`src/rtl/mem_access.sv`:
```
// MEM stage data-bus access controller: IDLE/WAIT/DONE handshake, load formatting, ack timeout.
// Optional build macro MEM_ACCESS_ALIGN_CHECK_EN traps misaligned LW/SW instead of forcing alignment.
module mem_access #(
    parameter int ACK_TIMEOUT = 255
) (
    input  logic        clk,
    input  logic        rst,
    input  logic [4:0]  in_wreg_addr,
    input  logic        in_wreg_enable,
    input  logic [31:0] in_wdata,
    input  logic [2:0]  in_mem_op,
    input  logic [31:0] in_mem_addr,
    input  logic [31:0] in_store_data,
    output logic        bus_req,
    output logic        bus_we,
    output logic [31:0] bus_addr,
    output logic [31:0] bus_wdata,
    output logic [3:0]  bus_sel,
    input  logic        bus_ack,
    input  logic [31:0] bus_rdata,
    output logic        stallreq,
    output logic [4:0]  out_wreg_addr,
    output logic        out_wreg_enable,
    output logic [31:0] out_wdata,
    output logic        bus_err,
    output logic        misalign_exc
);

    typedef enum logic [1:0] {S_IDLE, S_WAIT, S_DONE} state_e;

    localparam logic [2:0] OP_LW  = 3'd1;
    localparam logic [2:0] OP_LB  = 3'd2;
    localparam logic [2:0] OP_LBU = 3'd3;
    localparam logic [2:0] OP_SW  = 3'd4;
    localparam logic [2:0] OP_SB  = 3'd5;
    localparam logic [7:0] TIMEOUT = 8'(ACK_TIMEOUT);

    state_e      state_q, state_d;
    logic [7:0]  cnt_q, cnt_d;
    logic [31:0] cap_q, cap_d;
    logic        err_q, err_d;

    logic        is_lw, is_lb, is_lbu, is_sw, is_sb;
    logic        is_load, is_store, is_word, misaligned;
    logic [7:0]  load_byte;
    logic [31:0] load_result;

    assign is_lw    = (in_mem_op == OP_LW);
    assign is_lb    = (in_mem_op == OP_LB);
    assign is_lbu   = (in_mem_op == OP_LBU);
    assign is_sw    = (in_mem_op == OP_SW);
    assign is_sb    = (in_mem_op == OP_SB);
    assign is_load  = is_lw | is_lb | is_lbu;
    assign is_store = is_sw | is_sb;
    assign is_word  = is_lw | is_sw;

`ifdef MEM_ACCESS_ALIGN_CHECK_EN
    assign misaligned = is_word && (in_mem_addr[1:0] != 2'b00);
`else
    assign misaligned = 1'b0;
`endif

    // Little-endian lane pick from the captured word; the address is held stable by the stall.
    assign load_byte   = cap_q[{in_mem_addr[1:0], 3'b000} +: 8];
    assign load_result = is_lw ? cap_q :
                         is_lb ? {{24{load_byte[7]}}, load_byte} : {24'h0, load_byte};

    always_comb begin
        // NOTE: every output and next-state value gets a default first so no path infers a latch.
        state_d         = state_q;
        cnt_d           = cnt_q;
        cap_d           = cap_q;
        err_d           = err_q;
        bus_req         = 1'b0;
        bus_we          = 1'b0;
        bus_sel         = 4'h0;
        bus_addr        = 32'h0;
        bus_wdata       = 32'h0;
        stallreq        = 1'b0;
        bus_err         = 1'b0;
        misalign_exc    = 1'b0;
        out_wreg_addr   = in_wreg_addr;
        out_wreg_enable = is_load ? 1'b0 : in_wreg_enable;
        out_wdata       = in_wdata;

        unique case (state_q)
            S_IDLE: begin
                if ((is_load || is_store) && !misaligned) begin
                    state_d  = S_WAIT;
                    cnt_d    = 8'd0;
                    err_d    = 1'b0;
                    stallreq = 1'b1;
                end
                if (misaligned) begin
                    misalign_exc    = 1'b1;
                    out_wreg_enable = 1'b0;
                end
            end
            S_WAIT: begin
                bus_req   = 1'b1;
                bus_we    = is_store;
                bus_addr  = {in_mem_addr[31:2], 2'b00};
                bus_sel   = is_word ? 4'hF : 4'(4'b0001 << in_mem_addr[1:0]);
                bus_wdata = is_sb ? {4{in_store_data[7:0]}} : in_store_data;
                stallreq  = 1'b1;
                if (bus_ack) begin
                    cap_d   = bus_rdata;
                    err_d   = 1'b0;
                    state_d = S_DONE;
                end else begin
                    cnt_d = cnt_q + 8'd1;
                    if (cnt_d == TIMEOUT) begin
                        cap_d   = 32'h0;
                        err_d   = 1'b1;
                        state_d = S_DONE;
                    end
                end
            end
            S_DONE: begin
                state_d = S_IDLE;
                bus_err = err_q;
                if (err_q) begin
                    out_wreg_enable = 1'b0;
                    out_wdata       = 32'h0;
                end else if (is_load) begin
                    out_wreg_enable = in_wreg_enable;
                    out_wdata       = load_result;
                end
            end
            default: state_d = S_IDLE;
        endcase

        // Reset must silence the stall and pulses at once, even with an op still presented.
        if (!rst) begin
            stallreq     = 1'b0;
            bus_err      = 1'b0;
            misalign_exc = 1'b0;
        end
    end

    always_ff @(posedge clk or negedge rst) begin
        if (!rst) begin
            state_q <= S_IDLE;
            cnt_q   <= 8'd0;
            cap_q   <= 32'h0;
            err_q   <= 1'b0;
        end else begin
            // NOTE: non-blocking assignments so every flop samples pre-edge values.
            state_q <= state_d;
            cnt_q   <= cnt_d;
            cap_q   <= cap_d;
            err_q   <= err_d;
        end
    end

endmodule
```
`config.mk`:
```
export PLATFORM = sky130hd
export DESIGN_NAME = mem_access
export DESIGN_NICKNAME = d
export VERILOG_FILES = /design/src/rtl/mem_access.sv
export SDC_FILE = /design/constraint.sdc
export NUM_CORES = 1
export LEC_CHECK = 0
export BUFFER_PORTS_ARGS = -buffer_cell sky130_fd_sc_hd__buf_4
export CAP_MARGIN = 20
export CORE_ASPECT_RATIO = 0.6
export CORE_MARGIN = 1.5
export CORE_UTILIZATION = 44
export CTS_CLUSTER_DIAMETER = 50
export CTS_CLUSTER_SIZE = 20
export DETAILED_ROUTE_END_ITERATION = 6
export PLACE_DENSITY = 0.83
export SETUP_SLACK_MARGIN = 0.2
export SKIP_CTS_REPAIR_TIMING = 1
export SYNTH_ARGS = -nofsm -noshare
export SYNTH_HDL_FRONTEND = slang
export SYNTH_SLANG_ARGS = --single-unit
export TNS_END_PERCENT = 10
```
`constraint.sdc`:
```
create_clock -name clk -period 3 [get_ports clk]
set_clock_uncertainty 0.2 [all_clocks]
set_input_delay 0.45 -clock clk [delete_from_list [all_inputs] [get_ports clk]]
set_output_delay 0.45 -clock clk [all_outputs]
set_load 0.005 [all_outputs]
```
======== Yosys cells after proc, flatten, opt, wreduce, memory -nomap -nowiden ========
Index checks and enable logic that the tools add are counted.
operators by class
  bitwise operators ....................... 4
  reduce and logical (&&, ||, !) cells .... 8
  add/sub/neg operators ................... 1
  equal/unequal tests ..................... 11
  shift-type cells ........................ 2
  mux-type cells .......................... 34
operator list
  cell                                             count
  two-way mux 32 bit                               10
  indexed part select 32 x 6 -> 8 bit              1
  two-way mux 8 bit                                2
  one-hot mux 8 bit (2 select lines)               1
  two-way mux 1 bit                                13
  adder 8 x 1 -> 8 bit, second input constant      1
  == test 8 bit, second input constant             1
  two-way mux 4 bit                                2
  == test 3 x 2 -> 1 bit, second input constant    2
  == test 3 bit, second input constant             2
  two-way mux 2 bit                                3
  AND reduction 3 bit                              2
  != test 2 bit, second input constant             2
  bitwise OR 1 bit                                 4
  one-hot mux 1 bit (2 select lines)               2
  one-hot mux 2 bit (2 select lines)               1
  AND reduction 2 bit                              2
  nonzero test 2 bit                               2
  << shifter 1 x 2 -> 4 bit, first input constant  1
  == test 3 x 1 -> 1 bit, second input constant    1
  != test 3 bit, second input constant             1
  == test 2 x 1 -> 1 bit, second input constant    1
  == test 2 bit, second input constant             1
  logical NOT 2 bit                                1
  logical OR 1 bit                                 1
storage, ports and cells
  register bits ........................... 43
  output and inout bits ................... 111
  logic and storage cells ................. 64
  input bits .............................. 140

======== Longest topological paths before layout ========
Gate-level depths: netlist (run 1).
  word-level depth ........................ 7
  mapped depth ............................ 8
  mapped depth without buffers ............ 5

======== Worst setup path before layout (run 1) ========
Ideal clock, no wire load.
  path type ............................... input -> output
  start point ............................. in in_mem_op[1]
  end point ............................... out out_wdata[7]
  slack ................................... 0.780 ns
  stages on the path ...................... 4
  data required time ...................... 2.350 ns
  arrival ................................. 1.570 ns
  buffers on the path ..................... 1
  cell sequence ........................... buf_2 > nor3b_2 > mux2_2 > a22o_1
between the ends
  cells in the longest elaborated chain, start to end .. 6
  elaborated cells between the ends (all ways) .. 9
  classes of those cells .................. eq/ne: 3; mux: 4; bitwise: 2
RTL lines
  item                                                                     line    RTL
  from (decl)                                                              11      input logic [2:0] in_mem_op,
  == test 3 x 1 -> 1 bit / == test 3 x 2 -> 1 bit (equally long branches)  48, 49
  bitwise OR 1 bit (2 in a row)                                            53      assign is_load = is_lw | is_lb | is_lbu;
  two-way mux 32 bit (*)                                                   125     end else if (is_load) begin
  two-way mux 32 bit (*)                                                   122     if (err_q) begin
  two-way mux 32 bit (*)                                                   86      unique case (state_q)
  to (decl)                                                                24      output logic [31:0] out_wdata,
Mark *: on every way between the ends. The rest lies on a longest branch, timed or not.

======== Final worst setup path (run 1) ========
  start point ............................. reg cap_q[15]
  end point ............................... out out_wdata[19]
between the ends
  cells in the longest elaborated chain, start to end .. 6
RTL lines
  item                                 line  RTL
  from (decl)                          40    logic [31:0] cap_q, cap_d;
  from (signal assigned)               151   cap_q <= cap_d;
  indexed part select 32 x 6 -> 8 bit  64    assign load_byte = cap_q[{in_mem_addr[1:0], 3'b000} +: 8];
  two-way mux 32 bit                   66    is_lb ? {{24{load_byte[7]}}, load_byte} : {24'h0, load_byte};
  two-way mux 32 bit                   65    assign load_result = is_lw ? cap_q :
  two-way mux 32 bit                   125
  two-way mux 32 bit                   122
  two-way mux 32 bit                   86
No other way between the ends.

==> out/qor.csv, run 1 <==
stage;metric;value;unit
status;result of the run;complete, no violations;
synthesis;number of different library cells in the post-synthesis netlist;48;
synthesis;share of the yosys chip area belonging to registers;27.9;%
floorplan;IO Pins;251;
global_routing;GRT Resource Usage Total;31.2;%
cts;Num CTS Buffers;5;
detailed_routing;detail-routed via count per cell;5.66;
timing;fin crit share;89.6;%
synthesis;warnings from Yosys;0;
cts;Skew-Pair Late Insertion Delay;0.29;ns
cells_and_area;final core utilization;68.6;%
global_routing;antenna violations before repair;0;
job;max-cap violation count;0;
cells_and_area;Storage cell area;0.00108;mm^2
synthesis;number of enable flip-flop cells after synthesis;0;
power;power per cell area;538;mW/mm^2
detailed_routing;violation count after the first detailed-routing iteration;525;
cells_and_area;proportion of layout cells with a drive suffix above 1;37.6;%
cts;clock-pin slew on the worst setup and hold paths;0.06;ns
detailed_routing;overall via count from detail_route;4927;
setup_path;depth of the worst register-to-register path;6;
cells_and_area;Filler Cell Count;719;
cts;H-Tree Depth;2;
cells_and_area;number of cells in the finished layout apart from fillers;870;
timing;unrepaired setup endpoints after global routing;no;
global_routing;maximum number of pins on one net before global-route repair;42;
setup_path;data required time at the worst endpoint;2.35;ns
timing;Max Slew Vio Count;0;
floorplan;area enclosed by the die boundary;0.00936;mm^2
setup_path;Critical Path Start Type;flop;
floorplan;row count;26;
setup_path;combined buffer and inverter count along the critical path;2;
power;leakage power summed over all cells;2.95;nW
power;IR drop worst, VDD;0.320;mV
global_routing;vias in the first global route;4337;
timing;smallest setup slack after layout;0.312;ns
cts;number of sinks driven by the clock tree;43;
cts;maximum clock path buffer count;2;
floorplan;y dimension of the die;75.6;um
cells_and_area;nets@finish;899;
synthesis;share of flip-flops with an asynchronous set or reset after synthesis;100;%
synthesis;synthesized instance count;549;
placement;placed insts;860;
synthesis;Post-Synthesis Cell Area;0.00386;mm^2
global_routing;overflow left after global routing;0;
cells_and_area;diodes inserted;0;
detailed_routing;number of iterations in the first detailed-routing pass;5;
detailed_routing;count of unresolved DRC violations after routing;0;
setup_path;crit path capture type;primary output;
placement;Worst Setup Slack post-DPL;0.393;ns
timing;Sum Neg Setup Slack;0;ns
setup_path;delay of the slowest cell on the worst path;0.51;ns
cells_and_area;relative area change from synthesis to final layout;51.5;%
floorplan;Die Span X;124;um
detailed_routing;routed wire length on met3;1.44;mm
setup_path;gate family responsible for the most delay along the worst path;multiplexers;
floorplan;effective utilization at floorplan;45.3;%
cells_and_area;footprint of the multi-input gates;0.00238;mm^2
global_routing;wire length of the first global-routing pass;22.5;mm
timing;slew of the pin with the lowest slew margin;0.746;ns
setup_path;highest-delay cell along the critical path;mux4_2;
setup_path;number of logic stages on the critical path including buffering;6;
timing;WHS;0.182;ns
setup_path;Setup CP Type;reg -> out;
worst_hold_path;min-delay worst type;in -> reg;
detailed_routing;DR WL/cell;17.4;um
placement;number of port buffers;237;
setup_path;Cell Chain, Critical Path;mux4_2 -> nand2_1 -> a21o_1 -> buf_4 -> o21ai_0 -> buf_4;
synthesis;mean instance size in the synthesized netlist;7.03;um^2
setup_path;worst-path maximum fanout;13;
timing;Slew HR;50.3;%
timing;Final Critical Period;2.69;ns
detailed_routing;met2 wire len;6.80;mm
timing;final hold violations;0;
setup_path;dominant cell type by count on the critical path;buf_4;
timing;maximum clock frequency;0.372;GHz
synthesis;Seq cells post-synth;43;
worst_hold_path;number of cells on the worst hold path;3;
placement;HPWL after DPL;11.5;mm
setup_path;data arrival time of the worst path;2.04;ns
detailed_routing;Max Used Layer;met4;
detailed_routing;wire length on met1;6.85;mm
floorplan;standard cell core area;0.00852;mm^2
cts;clock tree from TritonCTS;yes;
detailed_routing;Final Routed Wirelength;15.2;mm
timing;number of failing setup endpoints in the final timing report;0;
synthesis;most used flip-flop cell after synthesis;dfrtp_1;
placement;Placer Congestion;0.937;
detailed_routing;number of nets with antenna violations after routing;0;
cts;CTS root buf;clkbuf_16;
## cells in the final DEF (no fill, tap or decap), types with 4 or more instances in the layout
| master | Yosys | routed |
|---|---|---|
| a21oi_1 | 41 | 40 |
| clkbuf_16 | 0 | 5 |
| inv_1 | 38 | 38 |
| nand2b_1 | 7 | 7 |
| and2_1 | 43 | 43 |
| a31oi_1 | 8 | 8 |
| dfrtp_1 | 43 | 43 |
| buf_4 | 12 | 253 |
| nand3_1 | 6 | 6 |
| nor2_1 | 8 | 8 |
| o21ai_0 | 40 | 40 |
| o22ai_1 | 24 | 24 |
| nand4_2 | 10 | 10 |
| nand2_1 | 117 | 117 |
| nand4_1 | 25 | 25 |
| or3_1 | 4 | 4 |
| o211ai_1 | 40 | 40 |
## cell families (layout without fill, tap and decap cells)
| group | after synthesis | after routing | synth area share, % |
|---|---|---|---|
| AO/OA/AOI/OAI | 164 | 164 | 25.9 |
| XOR/XNOR | 3 | 3 | 0.681 |
| other | 1 | 3 | 0.0972 |
| buffers and inverters | 96 | 303 | 11.5 |
| multiplexers | 3 | 3 | 1.13 |
| adder cells (fa/ha/maj) | 2 | 2 | 0.648 |
| AND/OR/NAND/NOR | 237 | 237 | 32.2 |
| flip-flops | 43 | 43 | 27.9 |
## flip-flops by register name (all words and copies together), names as in the netlist
register / cells
err_q: 1
cap_q: 32
cnt_q: 8
state_q: 2
## area by class of cell
type | count | area share (%)
Inverter | 40 | 2.57
Tap cell | 112 | 2.40
Clock buffer | 5 | 2.14
Timing Repair Buffer | 255 | 33.1
Clock inverter | 3 | 0.749
Multi-Input combinational cell | 412 | 40.6
Sequential cell | 43 | 18.4
## synthesized netlist by cell type, drive strengths merged, types with 4 or more instances
master  number  area share (%)
dfrtp       43              28
o21ai       42             5.4
and2        43             7.0
o211ai      40             7.8
o22ai       24             3.9
nor2         8            0.78
inv         40             3.9
a21oi       41             5.3
clkbuf      30             3.0
nand2      117              11
nand3        6            0.78
or3          4            0.65
nand4       35             7.3
buf         26             4.6
a31oi        8             1.3
nand2b       7             1.1
## worst reg2reg max path: cells and delay by family, from the launching register on
| family | cells | cell delay, ns |
|---|---|---|
| compound gates | 2 | 0.42 |
| xor+xnor | 1 | 0.19 |
| fa+ha+maj | 1 | 0.32 |
| buf+inv | 1 | 0.38 |
| flops | 1 | 0.45 |
| simple gates | 1 | 0.24 |
## path summary, 6_finish.rpt
kind                                        from                     end  slack, ns
setup / recovery           cap_q[15]$_DFFE_PN0P_           out_wdata[19]       0.31
hold / removal                     bus_rdata[26]   cap_q[26]$_DFFE_PN0P_       0.18
setup reg to reg            cnt_q[0]$_DFFE_PN0P_    cap_q[4]$_DFFE_PN0P_       0.68
hold reg to reg             cap_q[1]$_DFFE_PN0P_    cap_q[1]$_DFFE_PN0P_       0.37
max in group asynchronous                    rst   cap_q[22]$_DFFE_PN0P_       1.56
min in group asynchronous                    rst  state_q[0]$_DFFE_PN0P_       0.31
## routing by layer
layer,track usage (%),vias to the layer above
met4,5.30,0
li1,-,2339
met5,0,-
met3,6.36,9
met2,47.1,264
met1,46.8,2315
## per-stage QoR
step	power [W]	instance area (um^2)
after CTS	0.00310	5810
after global routing	0.00336	5850
final	0.00315	5850
after detailed placement	0.00247	5640
after global placement	0.00241	5640
after floorplan	0.00170	3870
## power breakdown
group	internal (W)	leakage, nW	switching, W
clock	0.000393	0.0838	0.000239
sequential	0.000743	0.465	0.000208
combinational	0.000778	2.40	0.000787
total	0.00191	2.95	0.00123
No activity file was read; power rests on OpenSTA's default activity.
==> run 2, diff against run 1 <==
Settings changed: BUFFER_PORTS_ARGS -buffer_cell sky130_fd_sc_hd__buf_4 to -buffer_cell sky130_fd_sc_hd__buf_2.
==> run 2 against run 1 <==
Effect of this change: final area shrank 10%; count of clock-buffer cells in the layout rose by 1; critical endpoint unchanged; global-route usage shrank 1.1 points; non-clock buffer count did not move; sequential power up 0.9%; critical path depth is the same; die area unchanged.
==> out/qor.csv, run 2 (synthesized netlist as in run 1, its figures left out) <==
stage;metric;value;unit;change
setup_path;worst-path maximum fanout;23;;+10
worst_hold_path;end of the worst hold path;cap_q[22]$_DFFE_PN0P_;;
floorplan;standard cell core area;0.00852;mm^2;unchanged
floorplan;row count;26;;unchanged
timing;smallest setup slack after layout;0.382;ns;+0.0708 ns
cts;Num CTS Buffers;5;;unchanged
timing;unrepaired setup endpoints after global routing;no;;
worst_hold_path;Min-Delay Startpoint;bus_rdata[22];;
worst_hold_path;min-delay worst type;in -> reg;;
cells_and_area;final core utilization;61.5;%;-7.1 points
timing;slew of the pin with the lowest slew margin;0.782;ns;+0.0359 ns
detailed_routing;violation count after the first detailed-routing iteration;427;;-19%
floorplan;IO Pins;251;;unchanged
status;result of the run;complete, no violations;;
global_routing;vias in the first global route;3964;;-8.6%
global_routing;GRT Resource Usage Total;30.1;%;-1.1 points
cells_and_area;proportion of layout cells with a drive suffix above 1;37.3;%;-0.35 points
timing;Max Slew Vio Count;0;;unchanged
cells_and_area;registers with the most flip-flops;cap_q x32, cnt_q x8, state_q x2;;
detailed_routing;overall via count from detail_route;4914;;-0.26%
cells_and_area;footprint of the multi-input gates;0.00237;mm^2;-0.21%
setup_path;Setup CP Type;reg -> out;;
timing;fin crit share;87.3;%;-2.4 points
placement;Placer Congestion;0.960;;+2.4%
global_routing;overflow left after global routing;0;;unchanged
power;power per cell area;562;mW/mm^2;+4.5%
detailed_routing;DR WL/cell;17.2;um;-1.1%
cells_and_area;number of flip-flops in the largest register;32;;unchanged
setup_path;data required time at the worst endpoint;2.35;ns;about the same
cts;clock tree from TritonCTS;yes;;
global_routing;wire length of the first global-routing pass;21.6;mm;-3.9%
cells_and_area;most common cell after layout, fill and taps aside;buf_2;;
worst_hold_path;number of cells on the worst hold path;3;;unchanged
cts;Skew-Pair Late Insertion Delay;0.28;ns;about the same
placement;number of port buffers;237;;unchanged
setup_path;R2R Setup Slk;0.65;ns;-0.03 ns
cells_and_area;relative area change from synthesis to final layout;35.8;%;
cells_and_area;Storage cell area;0.00108;mm^2;unchanged
setup_path;terminus of the critical flop-to-flop path;cap_q[17]$_DFFE_PN0P_;;
cts;clock-pin slew on the worst setup and hold paths;0.06;ns;about the same
cts;number of sinks driven by the clock tree;43;;unchanged
cells_and_area;Top reg by flops;cap_q;;
setup_path;Critical Path Start Type;flop;;
detailed_routing;number of nets with antenna violations after routing;0;;unchanged
job;max-cap violation count;0;;unchanged
cells_and_area;diodes inserted;0;;unchanged
cells_and_area;most used cells in the layout excluding fill and tap cells;buf_2 (237), nand2_1 (117), and2_1 (43), dfrtp_1 (43);;
power;IR drop worst, VDD;0.283;mV;-11%
setup_path;depth of the worst register-to-register path;6;;unchanged
timing;Sum Neg Setup Slack;0;ns;unchanged
setup_path;data arrival time of the worst path;1.97;ns;-0.07 ns
cts;maximum clock path buffer count;2;;unchanged
cts;H-Tree Depth;2;;unchanged
timing;Final Critical Period;2.62;ns;-0.0708 ns
detailed_routing;count of unresolved DRC violations after routing;0;;unchanged
timing;maximum clock frequency;0.382;GHz;+2.7%
floorplan;y dimension of the die;75.6;um;unchanged
placement;HPWL after DPL;11.3;mm;-2.3%
cts;CTS root buf;clkbuf_16;;
global_routing;maximum number of pins on one net before global-route repair;42;;unchanged
cells_and_area;nets@finish;899;;unchanged
detailed_routing;detail-routed via count per cell;5.65;;-0.15%
floorplan;Die Span X;124;um;unchanged
setup_path;launch instance of the worst register-to-register path;cnt_q[0]$_DFFE_PN0P_;;
global_routing;antenna violations before repair;0;;unchanged
power;Design Power;0.00295;W;-6.4%
cells_and_area;Filler Cell Count;793;;+10%
placement;Worst Setup Slack post-DPL;0.481;ns;+0.0877 ns
power;leakage power summed over all cells;2.78;nW;-6.0%
detailed_routing;number of iterations in the first detailed-routing pass;6;;+1
floorplan;area enclosed by the die boundary;0.00936;mm^2;unchanged
floorplan;effective utilization at floorplan;45.3;%;unchanged
setup_path;crit path capture type;primary output;;
timing;final hold violations;0;;unchanged
detailed_routing;Final Routed Wirelength;15.0;mm;-1.2%
timing;number of failing setup endpoints in the final timing report;0;;unchanged
timing;Slew HR;47.9;%;-2.4 points
run 2: critical path, stage by stage (launching register included):
cell and delay [ns]:
dfrtp_1 0.41, and2b_1 0.34, and2_1 0.18, buf_4 0.29
o22ai_1 0.13, o21ai_0 0.17, buf_2 0.14
run 2: layer usage:
layer / share of wire, % / vias up / wire (um) / global-route usage [%]
met3: 10 / 17 / 1500 / 5.54
li1: - / 2325 / - / -
met5: 0 / - / 0 / 0
met1: 47 / 2269 / 7000 / 48.4
met2: 42 / 303 / 6320 / 41.4
met4: 1.1 / 0 / 168 / 5.93
run 2: metrics by stage:
stage | hold slack (ns) | cells | instance area (um^2)
6_report | 0.185 | 869 | 5240
3_3_place_gp | 0.0733 | 860 | 5040
2_1_floorplan | -0.0456 | 551 | 3870
3_5_place_dp | 0.0757 | 860 | 5040
5_1_grt | 0.194 | 869 | 5240
4_1_cts | -0.227 | 867 | 5200
run 2: area by class of cell:
type	count	area share, %
well taps	112	2.67
repair buffers	255	25.6
inverters	40	2.87
flip-flops and latches	43	20.5
multi-input cells	412	45.2
clock inverters	1	0.573
clock buffers	6	2.46
run 2: how the worst max path moves through the flow:
stage	from	end	slack, ns	cells after the start
floorplan	in_mem_op[1]	out_wdata[7]	0.78	4
global placement	in_mem_addr[1]	out_wdata[8]	0.50	7
detailed placement	in_mem_addr[1]	out_wdata[19]	0.48	7
CTS	state_q[0]$_DFFE_PN0P_	out_wdata[20]	0.40	6
global route	state_q[0]$_DFFE_PN0P_	out_wdata[20]	0.22	6
finish	state_q[0]$_DFFE_PN0P_	out_wdata[19]	0.38	6
run 2: power by group:
group          internal, W  switching (W)  total (W)
registers         0.000743       0.000216   0.000960
logic             0.000600       0.000774    0.00137
clock network     0.000389       0.000225   0.000614
==> run 3, diff against run 2 <==
Settings changed: CELL_PAD_IN_SITES_DETAIL_PLACEMENT set to 0, CELL_PAD_IN_SITES_GLOBAL_PLACEMENT set to 1, CORE_MARGIN 1.5 to 5, CORE_UTILIZATION 44 to 31, PLACE_DENSITY 0.83 to not set, PLACE_DENSITY_LB_ADDON set to 0.1.
==> run 3 against run 2 <==
Effect of this change: register-to-register slack lost 0.22 ns; critical path depth is the same; final area grew 0.50%; clock power grew 2%; largest cell class unchanged; die area grew 59%; total power shrank 1.2%; count of clock-buffer cells in the layout is the same; critical path type is now in -> out; first-iteration DRC count shrank 6.1%; fmax shrank 3.4%; cell count grew 5.5%; utilization shrank 18 points; worst setup slack lost 0.091 ns.
==> out/qor.csv, run 3 (synthesized netlist as in run 1, its figures left out) <==
stage;metric;value;unit;change
status;result of the run;complete, no violations;;
setup_path;Critical Path Start;in_mem_addr[0];;
detailed_routing;number of nets with antenna violations after routing;0;;unchanged
setup_path;termination of the worst setup path;out_wdata[4];;
setup_path;combined buffer and inverter count along the critical path;2;;unchanged
cts;Num CTS Buffers;5;;unchanged
detailed_routing;DR WL/cell;17.6;um;+2.3%
cts;clock tree from TritonCTS;yes;;
cells_and_area;registers with the most flip-flops;cap_q x32, cnt_q x8, state_q x2;;
floorplan;row count;31;;+19%
floorplan;standard cell core area;0.0121;mm^2;+42%
placement;Placer Congestion;0.820;;-15%
global_routing;met3 usage;4.90;%;-0.64 points
cts;H-Tree Depth;2;;unchanged
global_routing;global route hottest layer;met2;;
global_routing;met2 Usage GRT;30.0;%;-11 points
setup_path;launch instance of the worst register-to-register path;cnt_q[0]$_DFFE_PN0P_;;
placement;Worst Setup Slack post-DPL;0.156;ns;-0.324 ns
timing;slew of the pin with the lowest slew margin;0.770;ns;-0.0118 ns
cells_and_area;Top reg by flops;cap_q;;
setup_path;number of logic stages on the critical path including buffering;6;;unchanged
timing;fin crit share;90.3;%;+3.0 points
timing;unrepaired setup endpoints after global routing;yes;;
setup_path;highest-delay cell along the critical path;nor2b_1;;
global_routing;overflow left after global routing;0;;unchanged
setup_path;R2R Setup Slk;0.43;ns;-0.22 ns
timing;Sum Neg Setup Slack;0;ns;unchanged
detailed_routing;number of iterations in the first detailed-routing pass;5;;-1
timing;Max Slew Vio Count;0;;unchanged
detailed_routing;Final Routed Wirelength;16.2;mm;+7.9%
floorplan;area enclosed by the die boundary;0.0149;mm^2;+59%
timing;final hold violations;0;;unchanged
placement;number of port buffers;237;;unchanged
worst_hold_path;min-delay worst type;in -> reg;;
placement;placed cell area;0.00510;mm^2;+1.0%
setup_path;terminus of the critical flop-to-flop path;cap_q[12]$_DFFE_PN0P_;;
cells_and_area;number of flip-flops in the largest register;32;;unchanged
timing;maximum clock frequency;0.369;GHz;-3.4%
timing;smallest setup slack after layout;0.291;ns;-0.0912 ns
global_routing;vias in the first global route;4551;;+15%
global_routing;antenna violations before repair;1;;+1
setup_path;data required time at the worst endpoint;2.35;ns;about the same
global_routing;GRT Resource Usage Total;20.0;%;-10 points
cells_and_area;diodes inserted;0;;unchanged
cells_and_area;post-route cell area;0.00527;mm^2;+0.50%
setup_path;data arrival time of the worst path;2.06;ns;+0.09 ns
timing;Slew HR;48.6;%;+0.79 points
setup_path;crit path capture type;primary output;;
job;max-cap violation count;0;;unchanged
cts;maximum clock path buffer count;2;;unchanged
power;IR drop worst, VDD;0.247;mV;-13%
cts;CTS root buf;clkbuf_16;;
setup_path;worst-path maximum fanout;20;;-13%
timing;number of failing setup endpoints in the final timing report;0;;unchanged
setup_path;Setup CP Type;in -> out;;
setup_path;Cell Chain, Critical Path;buf_2 -> nor2b_1 -> nand2_1 -> a21oi_1 -> o21ai_0 -> buf_2;;
global_routing;maximum number of pins on one net before global-route repair;43;;+2.4%
floorplan;IO Pins;251;;unchanged
cells_and_area;final core utilization;43.4;%;-18 points
setup_path;dominant cell type by count on the critical path;buf_2;;
cts;number of sinks driven by the clock tree;43;;unchanged
setup_path;Critical Path Start Type;input port;;
power;leakage power summed over all cells;2.75;nW;-0.88%
global_routing;met1 track demand over resource;29.7;%;-19 points
cells_and_area;nets@finish;894;;-0.56%
cts;Skew-Pair Late Insertion Delay;0.29;ns;about the same
floorplan;effective utilization at floorplan;31.8;%;-13 points
floorplan;Die Span X;154;um;+24%
setup_path;gate family responsible for the most delay along the worst path;simple AND/OR/NAND/NOR gates;;
detailed_routing;violation count after the first detailed-routing iteration;401;;-6.1%
floorplan;y dimension of the die;96.4;um;+28%
global_routing;wire length of the first global-routing pass;23.9;mm;+10%
power;power per cell area;553;mW/mm^2;-1.7%
setup_path;depth of the worst register-to-register path;6;;unchanged
detailed_routing;overall via count from detail_route;4769;;-3.0%
cells_and_area;most used cells in the layout excluding fill and tap cells;buf_2 (237), nand2_1 (117), and2_1 (43), dfrtp_1 (43);;
cts;clock-pin slew on the worst setup and hold paths;0.06;ns;about the same
cells_and_area;relative area change from synthesis to final layout;36.4;%;
detailed_routing;detail-routed via count per cell;5.20;;-8.0%
setup_path;delay of the slowest cell on the worst path;0.50;ns;+0.09 ns
cells_and_area;most common cell after layout, fill and taps aside;buf_2;;
placement;HPWL after DPL;12.6;mm;+12%
timing;Final Critical Period;2.71;ns;+0.0912 ns
detailed_routing;count of unresolved DRC violations after routing;0;;unchanged
cells_and_area;proportion of layout cells with a drive suffix above 1;36.8;%;-0.42 points
-- run 3: changes by cell type in the layout (fill, tap and decap cells not counted), sizes merged --
cell,change
buf,-5
-- run 3: report_power, final --
| part | internal [W] | leakage [nW] | switching [W] | total [W] |
|---|---|---|---|---|
| combinational | 0.000576 | 2.21 | 0.000746 | 0.00132 |
| clock | 0.000389 | 0.0769 | 0.000238 | 0.000628 |
| sequential | 0.000743 | 0.465 | 0.000219 | 0.000963 |
| total | 0.00171 | 2.75 | 0.00120 | 0.00291 |
-- run 3: worst min-delay path by stage --
stage,end,start,cells past startpoint,slack (ns)
after CTS,state_q[1]$_DFFE_PN0P_,rst,1,-0.13
after global placement,cnt_q[0]$_DFFE_PN0P_,rst,1,0.18
after detailed placement,cnt_q[0]$_DFFE_PN0P_,rst,1,0.18
after floorplan,cap_q[0]$_DFFE_PN0P_,rst,0,-0.05
after global routing,cap_q[11]$_DFFE_PN0P_,bus_rdata[11],3,0.18
final,cap_q[8]$_DFFE_PN0P_,bus_rdata[8],3,0.18
-- run 3: worst reg2reg max path, stage by stage, from the launching register on --
cell and delay [ns]:
dfrtp_1 0.45, ha_1 0.33, nor2b_1 0.20, or4b_1 0.67
buf_4 0.34, nand4_2 0.15, o211ai_1 0.10
-- run 3: area by class of cell --
class,instances,area [um^2]
fillers,1306,6870
inverters,40,150
repair buffers,250,1300
clock inverters,1,30.0
multi-input cells,412,2380
well taps,165,206
flip-flops and latches,43,1080
clock buffers,6,129
-- run 3: layer usage --
layer,wire [um],part of all wire [%],vias to the layer above
met5,13,0.080,-
met4,87,0.54,2
met3,1330,8.2,11
met2,7090,44,222
met1,7650,47,2221
li1,-,-,2313
-- run 3: stage by stage --
step,hold slack [ns],cells,power [W]
finish,0.176,917,0.00291
global route,0.183,917,0.00313
CTS,-0.133,916,0.00293
detailed placement,0.179,909,0.00230
global placement,0.177,909,0.00228
floorplan,-0.0456,551,0.00170
